### config.mk
export PLATFORM = sky130hd
export DESIGN_NAME = pipe_hazard_ctrl
export DESIGN_NICKNAME = d
export VERILOG_FILES = /design/src/rtl/pipe_ctrl_pkg.sv /design/src/rtl/pipe_hazard_cmp.sv /design/src/rtl/pipe_hazard_ctrl.sv
export SDC_FILE = /design/constraint.sdc
export NUM_CORES = 1
export LEC_CHECK = 0
export BUFFER_PORTS_ARGS = -buffer_cell sky130_fd_sc_hd__buf_2
export CAP_MARGIN = 15
export CORE_MARGIN = 4
export CORE_UTILIZATION = 39
export CTS_BUF_LIST = sky130_fd_sc_hd__clkbuf_8 sky130_fd_sc_hd__clkbuf_16
export CTS_CLUSTER_SIZE = 14
export DETAILED_ROUTE_END_ITERATION = 16
export PLACE_DENSITY = 0.88
export SKIP_CTS_REPAIR_TIMING = 1
export SYNTH_ARGS = -nofsm -noshare
export SYNTH_HDL_FRONTEND = slang
export SYNTH_SLANG_ARGS = --single-unit
### constraint.sdc
create_clock -name clk -period 1.62 [get_ports clk]
set_input_delay 0.081 -clock clk [delete_from_list [all_inputs] [get_ports clk]]
set_output_delay 0.081 -clock clk [all_outputs]
set_load 0.005 [all_outputs]
### src/rtl/pipe_ctrl_pkg.sv
// Shared pipeline-control types and constants for the RV32I core.
// Latency: n/a (declarations only).
// Backpressure: n/a.
package pipe_ctrl_pkg;

    // Hazard controller memory-handshake state.
    typedef enum logic {
        RUN      = 1'b0,
        MEM_WAIT = 1'b1
    } ctrl_state_t;

    // x0 is hardwired to zero, so it never carries a dependency.
    localparam logic [4:0] REG_X0 = 5'd0;

    // Major opcodes shared with the decoder.
    localparam logic [6:0] OPC_LOAD   = 7'b0000011;
    localparam logic [6:0] OPC_STORE  = 7'b0100011;
    localparam logic [6:0] OPC_BRANCH = 7'b1100011;
    localparam logic [6:0] OPC_JAL    = 7'b1101111;
    localparam logic [6:0] OPC_JALR   = 7'b1100111;
    localparam logic [6:0] OPC_OP     = 7'b0110011;
    localparam logic [6:0] OPC_OP_IMM = 7'b0010011;
    localparam logic [6:0] OPC_LUI    = 7'b0110111;
    localparam logic [6:0] OPC_AUIPC  = 7'b0010111;

endpackage

### src/rtl/pipe_hazard_cmp.sv
// Load-use comparator: ID source registers against the load sitting in EX.
// Latency: purely combinational.
// Backpressure: none; the caller decides what to stall.
module pipe_hazard_cmp
    import pipe_ctrl_pkg::*;
(
    input  logic [4:0] id_rs1,
    input  logic [4:0] id_rs2,
    input  logic       id_use_rs1,
    input  logic       id_use_rs2,
    input  logic [4:0] ex_rd,
    input  logic       ex_memread,
    output logic       load_use
);

    logic hit_rs1;
    logic hit_rs2;

    // A load into x0 produces nothing to wait for.
    always_comb begin
        hit_rs1  = id_use_rs1 && (id_rs1 == ex_rd);
        hit_rs2  = id_use_rs2 && (id_rs2 == ex_rd);
        load_use = ex_memread && (ex_rd != REG_X0) && (hit_rs1 || hit_rs2);
    end

endmodule

### src/rtl/pipe_hazard_ctrl.sv
// Pipeline control: load-use stall, EX redirect flush, data-memory freeze with timeout.
// Latency: Mealy outputs, same cycle; load-use costs 1 bubble, N-cycle memory freezes N-1 cycles.
// Backpressure: dmem_ready low freezes the back end; optional perf counters under PIPE_HAZARD_CTRL_PERF_EN.
module pipe_hazard_ctrl
    import pipe_ctrl_pkg::*;
#(
    parameter int MEM_TIMEOUT = 64,
    parameter int CNT_W       = 32
) (
    input  logic             clk,
    input  logic             rst_n,
    input  logic             id_valid,
    input  logic [4:0]       id_rs1,
    input  logic [4:0]       id_rs2,
    input  logic             id_use_rs1,
    input  logic             id_use_rs2,
    input  logic [4:0]       id_rd,
    input  logic             id_regwrite,
    input  logic             id_memread,
    input  logic             id_memwrite,
    input  logic             ex_redirect,
    input  logic             dmem_ready,
    output logic             pc_write,
    output logic             ifid_write,
    output logic             ifid_flush,
    output logic             idex_flush,
    output logic             pipe_hold,
    output logic             dmem_req,
    output logic             mem_err,
    output logic [CNT_W-1:0] stall_cycles,
    output logic [CNT_W-1:0] flush_count
);

    localparam int WCNT_W = (MEM_TIMEOUT > 1) ? $clog2(MEM_TIMEOUT) : 1;
    localparam logic [WCNT_W-1:0] WCNT_LAST = WCNT_W'(MEM_TIMEOUT - 1);

    ctrl_state_t       state, state_nxt;
    logic [WCNT_W-1:0] wait_cnt, wait_inc;
    logic [4:0]        ex_rd;
    logic              ex_regwrite, ex_memread, ex_mem;
    logic              mem_acc;
    logic              load_use;
    logic              mem_stall;
    logic              timeout;

    pipe_hazard_cmp u_cmp (
        .id_rs1     (id_rs1),
        .id_rs2     (id_rs2),
        .id_use_rs1 (id_use_rs1),
        .id_use_rs2 (id_use_rs2),
        .ex_rd      (ex_rd),
        .ex_memread (ex_memread),
        .load_use   (load_use)
    );

    // Next state and control outputs; memory freeze beats redirect beats load-use.
    always_comb begin
        state_nxt  = state;
        pc_write   = 1'b1;
        ifid_write = 1'b1;
        ifid_flush = 1'b0;
        idex_flush = 1'b0;
        pipe_hold  = 1'b0;
        dmem_req   = mem_acc;
        wait_inc   = (wait_cnt == WCNT_LAST) ? wait_cnt : wait_cnt + WCNT_W'(1);
        timeout    = 1'b0;
        mem_stall  = mem_acc && !dmem_ready;

        case (state)
            RUN: begin
                if (mem_stall) begin
                    state_nxt = MEM_WAIT;
                end
            end
            MEM_WAIT: begin
                dmem_req  = 1'b1;
                mem_stall = !dmem_ready;
                if (dmem_ready) begin
                    state_nxt = RUN;
                end else if (wait_inc == WCNT_LAST) begin
                    // Give up on the access; the freeze still covers this cycle.
                    timeout   = 1'b1;
                    state_nxt = RUN;
                end
            end
            default: state_nxt = RUN;
        endcase

        if (mem_stall) begin
            pipe_hold  = 1'b1;
            pc_write   = 1'b0;
            ifid_write = 1'b0;
        end else if (ex_redirect) begin
            ifid_flush = 1'b1;
            idex_flush = 1'b1;
        end else if (load_use) begin
            pc_write   = 1'b0;
            ifid_write = 1'b0;
            idex_flush = 1'b1;
        end
    end

    // FSM state, wait counter and sticky timeout flag.
    always_ff @(posedge clk or negedge rst_n) begin
        if (!rst_n) begin
            state    <= RUN;
            wait_cnt <= '0;
            mem_err  <= 1'b0;
        end else begin
            state <= state_nxt;
            if (state == RUN) begin
                wait_cnt <= '0;
            end else begin
                wait_cnt <= wait_inc;
            end
            if (timeout) begin
                mem_err <= 1'b1;
            end
        end
    end

    // Shadow copies of the ID/EX and EX/MEM control fields; frozen while held.
    always_ff @(posedge clk or negedge rst_n) begin
        if (!rst_n) begin
            ex_rd       <= '0;
            ex_regwrite <= 1'b0;
            ex_memread  <= 1'b0;
            ex_mem      <= 1'b0;
            mem_acc     <= 1'b0;
        end else if (timeout) begin
            mem_acc <= 1'b0;
        end else if (!pipe_hold) begin
            mem_acc <= ex_mem;
            if (idex_flush) begin
                ex_rd       <= '0;
                ex_regwrite <= 1'b0;
                ex_memread  <= 1'b0;
                ex_mem      <= 1'b0;
            end else begin
                ex_rd       <= id_valid ? id_rd : 5'd0;
                ex_regwrite <= id_valid && id_regwrite;
                ex_memread  <= id_valid && id_memread;
                ex_mem      <= id_valid && (id_memread || id_memwrite);
            end
        end
    end

`ifdef PIPE_HAZARD_CTRL_PERF_EN
    // Free-running performance counters, wrapping at 2^CNT_W.
    always_ff @(posedge clk or negedge rst_n) begin
        if (!rst_n) begin
            stall_cycles <= '0;
            flush_count  <= '0;
        end else begin
            if (!pc_write) begin
                stall_cycles <= stall_cycles + CNT_W'(1);
            end
            if (ifid_flush) begin
                flush_count <= flush_count + CNT_W'(1);
            end
        end
    end
`else
    assign stall_cycles = '0;
    assign flush_count  = '0;
`endif

endmodule

==> flow_summary.toml, run 1 <==
[logic_synthesis]
synth-seq-cells = 16
syn_area_per_cell_um2 = 8.47
synth_ff_type = "dfrtp_1"
synth_top_area_share_pct = 32.0
synthArstFlopShare_pct = 100
synthTopCellsByCount = "65 x buf_4, 16 x dfrtp_1, 12 x nand2_1, 12 x xnor2_1, 8 x o21ai_1"
synth.distinct_cells = 34
synthTopCellsByArea = "buf_4 32%, dfrtp_1 26%, xnor2_1 6.9%"
yosysMostFrequentCell = "buf_4"
netlist_area_um2 = 1530
yosysSeqAreaShare_pct = 26.3
synth_warnings = 0
synth_top_area_cell = "buf_4"
synth_edf_count = 0
syn_inst = 180

[global_routing]
grt_pass1_wl_um = 4280
globalRouteTotalUtil_pct = 10.3
grt_max_degree = 17
antenna_found_initial = 0
grt.overflow.total = 0
grt_pass1_vias = 995

[clocking]
clk_pin_slew_ns = 0.06
clk_path_buf_depth = 2
root_buffer = "clkbuf_8"
numCtsBuffers = 3
clk_latency_ns = 0.25
htree_levels = 1
cts_sinks = 16
cts_tree = "yes"

[routing]
drtAntennaViolNets = 0
drtIter0Drc = 49
routed_wl_um = 3000
drcViolationCount = 0
drt_pass1_iterations = 4
vias = 1223
avgRoutedWirePerCell_um = 10.9
vias_per_cell = 4.46

[sta]
finClkSkew_ns = 0.00148
hold_viol_final = 0
finalSetupViolCount = 5
post-route-period-util_pct = 115
finalCriticalPeriod_ns = 1.86
fmax_mhz = 536
rsz0062_at_grt = "yes"
layout_setup_ws_ns = -0.244
whs_ns = 0.143
finalMaxSlewViolations = 0

[floorplanning]
dieArea_um2 = 4980
fp.dieH_um = 70.5
row_count = 22
start_util_pct = 41.0
core_area_um2 = 3720
die_width_um = 70.5
top_level_ports = 96

[placed_design]
globalplace.congestion = 0.789
dp_hpwl_um = 2350
port_buffers = 30

[worst_setup_path]
crit_path_start_kind = "flop"
arrival_ns = 1.78
max_stage_delay_ns = 0.56
cp_top_family = "simple AND/OR/NAND/NOR gates"
crit_slowest_cell = "or4_4"
reg2reg_depth = 6
cp.depth = 5
crit_required_ns = 1.54
cp-endpoint = "idex_flush"
endpoint_kind = "output port"
critPathMaxFanout = 7
rr_endpoint = "ex_memread"
r2r_slack_ns = -0.07
timing.rr.start = "ex_rd[2]"
crit_start = "ex_rd[2]"
path_buf_inv = 1
worstPathCellList = "or4_4 -> o21ai_4 -> nor2_2 -> a21o_1 -> buf_2"
critPathKind = "reg2out"

[run]
maxCapViolCount = 0

[min_path]
whs_path_depth = 3
min_path_type = "in2reg"

[run_status]
failed_checks = "negative setup slack"
outcome = "finished with violations"

[pwr]
power.density_nw_per_um2 = 900
vdd_ir_drop_max_uv = 604
leakage_uw = 0.000877
power_uw = 1520

[finish]
nets = 253
syn_to_final_growth_pct = 10.6
fillCellCount = 370
seq_area_um2 = 400
drive_above_1_share_pct = 28.3
multi_input_area_um2 = 868
diodes = 0
fin_util_pct = 45.4
## layer usage
layer | vias up | GRT usage (%) | part of all wire [%]
li1 | 570 | - | -
met1 | 573 | 13.4 | 38
met2 | 72 | 16.9 | 49
met3 | 8 | 1.70 | 11
met4 | 0 | 4.38 | 2.0
met5 | - | 0 | 0
## tightest hold or removal path, delay by kind of cell
family | cells | cell delay, ns
compound gates | 1 | 0.14
buf+inv | 1 | 0.07
simple gates | 1 | 0.06
## layout make-up
cell class	instances	share of cell area, %
multi-input cells	154	51.5
inverters	4	0.890
well taps	48	3.56
clock buffers	4	3.26
flip-flops and latches	16	23.7
repair buffers	48	17.1
## cells in the final DEF (no fill, tap or decap), types with 2 or more instances in the layout
master and count:
a31oi_1 2, a32oi_1 7, xnor2_1 12, nand4_1 3
buf_4 17, nor2_1 6, nor2b_1 7, o21ai_1 8
nor3b_1 2, clkbuf_8 4, conb_1 64, and2_1 3
and3_1 4, nand3_1 2, nor2_2 2, o21ai_0 2
inv_1 4, dfrtp_1 16, buf_2 30, nand2_1 12
## worst min path at each step
stage | from | endpoint | slack (ns)
2_1_floorplan | rst_n | ex_mem | -0.21
3_3_place_gp | rst_n | wait_cnt[0] | 0.01
3_5_place_dp | rst_n | wait_cnt[1] | 0.009
4_1_cts | rst_n | wait_cnt[1] | -0.26
5_1_grt | dmem_ready | state | 0.15
6_report | dmem_ready | state | 0.14
## sequential cells by signal, summed over array words and instances (netlist names)
name / cells
mem_acc: 1
state: 1
wait_cnt: 6
mem_err: 1
ex_mem: 1
ex_rd: 5
ex_memread: 1
## metrics by stage
step	cells	TNS, ns	instance area (µm²)	worst slack (ns)
after CTS	270	-0.756	1620	-0.253
after floorplan	243	0	1760	0.00961
after global placement	266	0	1570	0.0474
final	274	-0.813	1690	-0.244
after global routing	274	-1.27	1690	-0.308
after detailed placement	266	0	1570	0.0246
## logic make-up (layout without fill, tap and decap cells)
kind of cell / count (synthesis) / in the layout / share of synthesized area (%)
xor+xnor: 13 / 13 / 7.47
simple gates: 47 / 47 / 16.4
buf+inv: 73 / 56 / 34.3
mux: 2 / 2 / 1.31
flops: 16 / 16 / 26.3
compound gates: 27 / 27 / 13.2
fa+ha+maj: 1 / 1 / 0.820
other cells: 1 / 64 / 0.246
## power by group
part           switching, µW  internal, µW  total (µW)
Sequential              81.9           473         555
Clock                    132           216         348
Combinational            310           305         615
Total                    525           993        1520
No activity file was read; power rests on OpenSTA's default activity.
==> run 2, diff against run 1 <==
--- a/config.mk
+++ b/config.mk
@@ -8,11 +8,11 @@
 export BUFFER_PORTS_ARGS = -buffer_cell sky130_fd_sc_hd__buf_2
 export CAP_MARGIN = 15
 export CORE_MARGIN = 4
-export CORE_UTILIZATION = 39
-export CTS_BUF_LIST = sky130_fd_sc_hd__clkbuf_8 sky130_fd_sc_hd__clkbuf_16
+export CORE_UTILIZATION = 40
+export CTS_BUF_LIST = sky130_fd_sc_hd__clkbuf_4
 export CTS_CLUSTER_SIZE = 14
 export DETAILED_ROUTE_END_ITERATION = 16
-export PLACE_DENSITY = 0.88
+export PLACE_DENSITY = 0.9
 export SKIP_CTS_REPAIR_TIMING = 1
 export SYNTH_ARGS = -nofsm -noshare
 export SYNTH_HDL_FRONTEND = slang
==> run 2 against run 1 <==
The run still ends with negative setup slack left. Setup slack worse by 0.0085 ns. Non-clock buffer count unchanged. Sequential cell count unchanged. First-iteration DRC count down 29%. Critical path depth unchanged. Worst hold slack worse by 0.052 ns. Fmax down 0.45%. Clock skew up 0.0037 ns. Global-route usage up 0.72 points. Sequential share of layout area up 0.65 points. Count of clock-buffer cells in the layout down 1. Critical path type unchanged. Highest routed layer unchanged.
==> flow_summary.toml, run 2 (synthesis results as in run 1) <==
[clocking]
clk_pin_slew_ns = 0.09
htree_levels = 1
clk_path_buf_depth = 2
clk_latency_ns = 0.29
root_buffer = "clkbuf_4"
cts_sinks = 16
cts_tree = "yes"
numCtsBuffers = 3

[worst_setup_path]
cp-endpoint = "idex_flush"
timing.rr.start = "ex_rd[3]"
arrival_ns = 1.79
crit_path_start_kind = "flop"
worstPathCellList = "or4_4 -> o21ai_4 -> nor2_2 -> a21o_1 -> buf_2"
rr_endpoint = "ex_rd[1]"
r2r_slack_ns = -0.07
critPathKind = "reg2out"
endpoint_kind = "output port"
path_buf_inv = 1
reg2reg_depth = 6
cp.depth = 5
crit_slowest_cell = "or4_4"
crit_required_ns = 1.54
critPathMaxFanout = 5
crit_start = "ex_rd[3]"
cp_top_family = "simple AND/OR/NAND/NOR gates"
max_stage_delay_ns = 0.56

[routing]
vias = 1212
routed_wl_um = 2940
drtAntennaViolNets = 0
vias_per_cell = 4.44
drt_pass1_iterations = 4
avgRoutedWirePerCell_um = 10.8
drtIter0Drc = 35
drcViolationCount = 0

[floorplanning]
start_util_pct = 41.7
dieArea_um2 = 4870
row_count = 22
core_area_um2 = 3660
die_width_um = 69.8
top_level_ports = 96
fp.dieH_um = 69.8

[finish]
diodes = 0
largest_register_ffs = 6
syn_to_final_growth_pct = 7.63
nets = 253
final_cell_mix = "64 x conb_1, 30 x buf_2, 17 x buf_4"
final_common_cell = "conb_1"
drive_above_1_share_pct = 27.1
top_register = "wait_cnt"
largestRegisters = "wait_cnt: 6 flops, ex_rd: 5 flops"
final_cells = 273

[pwr]
leakage_uw = 0.000863
power.density_nw_per_um2 = 837
vdd_ir_drop_max_uv = 612

[placed_design]
place_ws_ns = -0.0167
port_buffers = 30
globalplace.congestion = 0.798
dp_hpwl_um = 2410
dp.cells = 267

[global_routing]
grt_max_degree = 17
grt_pass1_vias = 1053
grt_pass1_wl_um = 4510
grt.overflow.total = 0
globalRouteTotalUtil_pct = 11.0
antenna_found_initial = 0

[min_path]
min_path_type = "in2reg"

[sta]
fmax_mhz = 534
layout_setup_ws_ns = -0.253
finalSetupViolCount = 6
finClkSkew_ns = 0.00519
finalCriticalPeriod_ns = 1.87
post-route-period-util_pct = 116
finalMaxSlewViolations = 0
hold_viol_final = 0
rsz0062_at_grt = "yes"

[run]
maxCapViolCount = 0

[run_status]
failed_checks = "negative setup slack"
outcome = "finished with violations"
-- run 2: per-stage QoR --
stage / util [%] / total power (µW) / hold slack, ns / TNS [ns] / instance area (µm²)
6_report: 44.8 / 1370 / 0.0906 / -0.907 / 1640
5_1_grt: 44.8 / 1470 / 0.113 / -1.26 / 1640
4_1_cts: 43.7 / 1350 / -0.294 / -0.825 / 1600
3_5_place_dp: 43.1 / 1140 / 0.0179 / -0.0167 / 1580
3_3_place_gp: 43.1 / 1120 / 0.0109 / 0 / 1580
2_1_floorplan: - / 1030 / -0.215 / 0 / 1760
-- run 2: report_power, final --
part	switching, µW	total, µW	internal, µW
sequential	80.3	552	472
clock	125	211	86.6
combinational	308	611	304
total	513	1370	862
-- run 2: worst min path at each step --
stage	from	end	slack, ns	depth (start not counted)
floorplan	rst_n	ex_mem	-0.21	0
global route	dmem_ready	state	0.11	3
finish	dmem_ready	state	0.09	3
global placement	rst_n	wait_cnt[1]	0.01	1
CTS	rst_n	wait_cnt[5]	-0.29	1
detailed placement	rst_n	wait_cnt[1]	0.02	1
-- run 2: per-layer routing --
layer  wire [µm]  vias to the layer above  GRT usage, %
li1            -                      569             -
met1        1160                      572          13.3
met2        1450                       66          19.6
met3         297                        5          1.88
met4          35                        0          3.83
met5           0                        -             0
-- run 2: worst reg2reg max path, cell delays in order, from the launching register on --
cell and delay [ns]:
dfrtp_1 0.39, or4_4 0.56, o21ai_4 0.25, buf_4 0.16, buf_4 0.11, a32oi_1 0.08, o21ai_1 0.09
-- run 2: cell type report --
| type | instances | area [µm²] |
|---|---|---|
| Clock buffer | 3 | 22.5 |
| Fill cell | 389 | 2020 |
| Inverter | 4 | 15.0 |
| Multi-Input combinational cell | 154 | 856 |
| Sequential cell | 16 | 400 |
| Tap cell | 48 | 60.1 |
| Timing Repair Buffer | 48 | 288 |
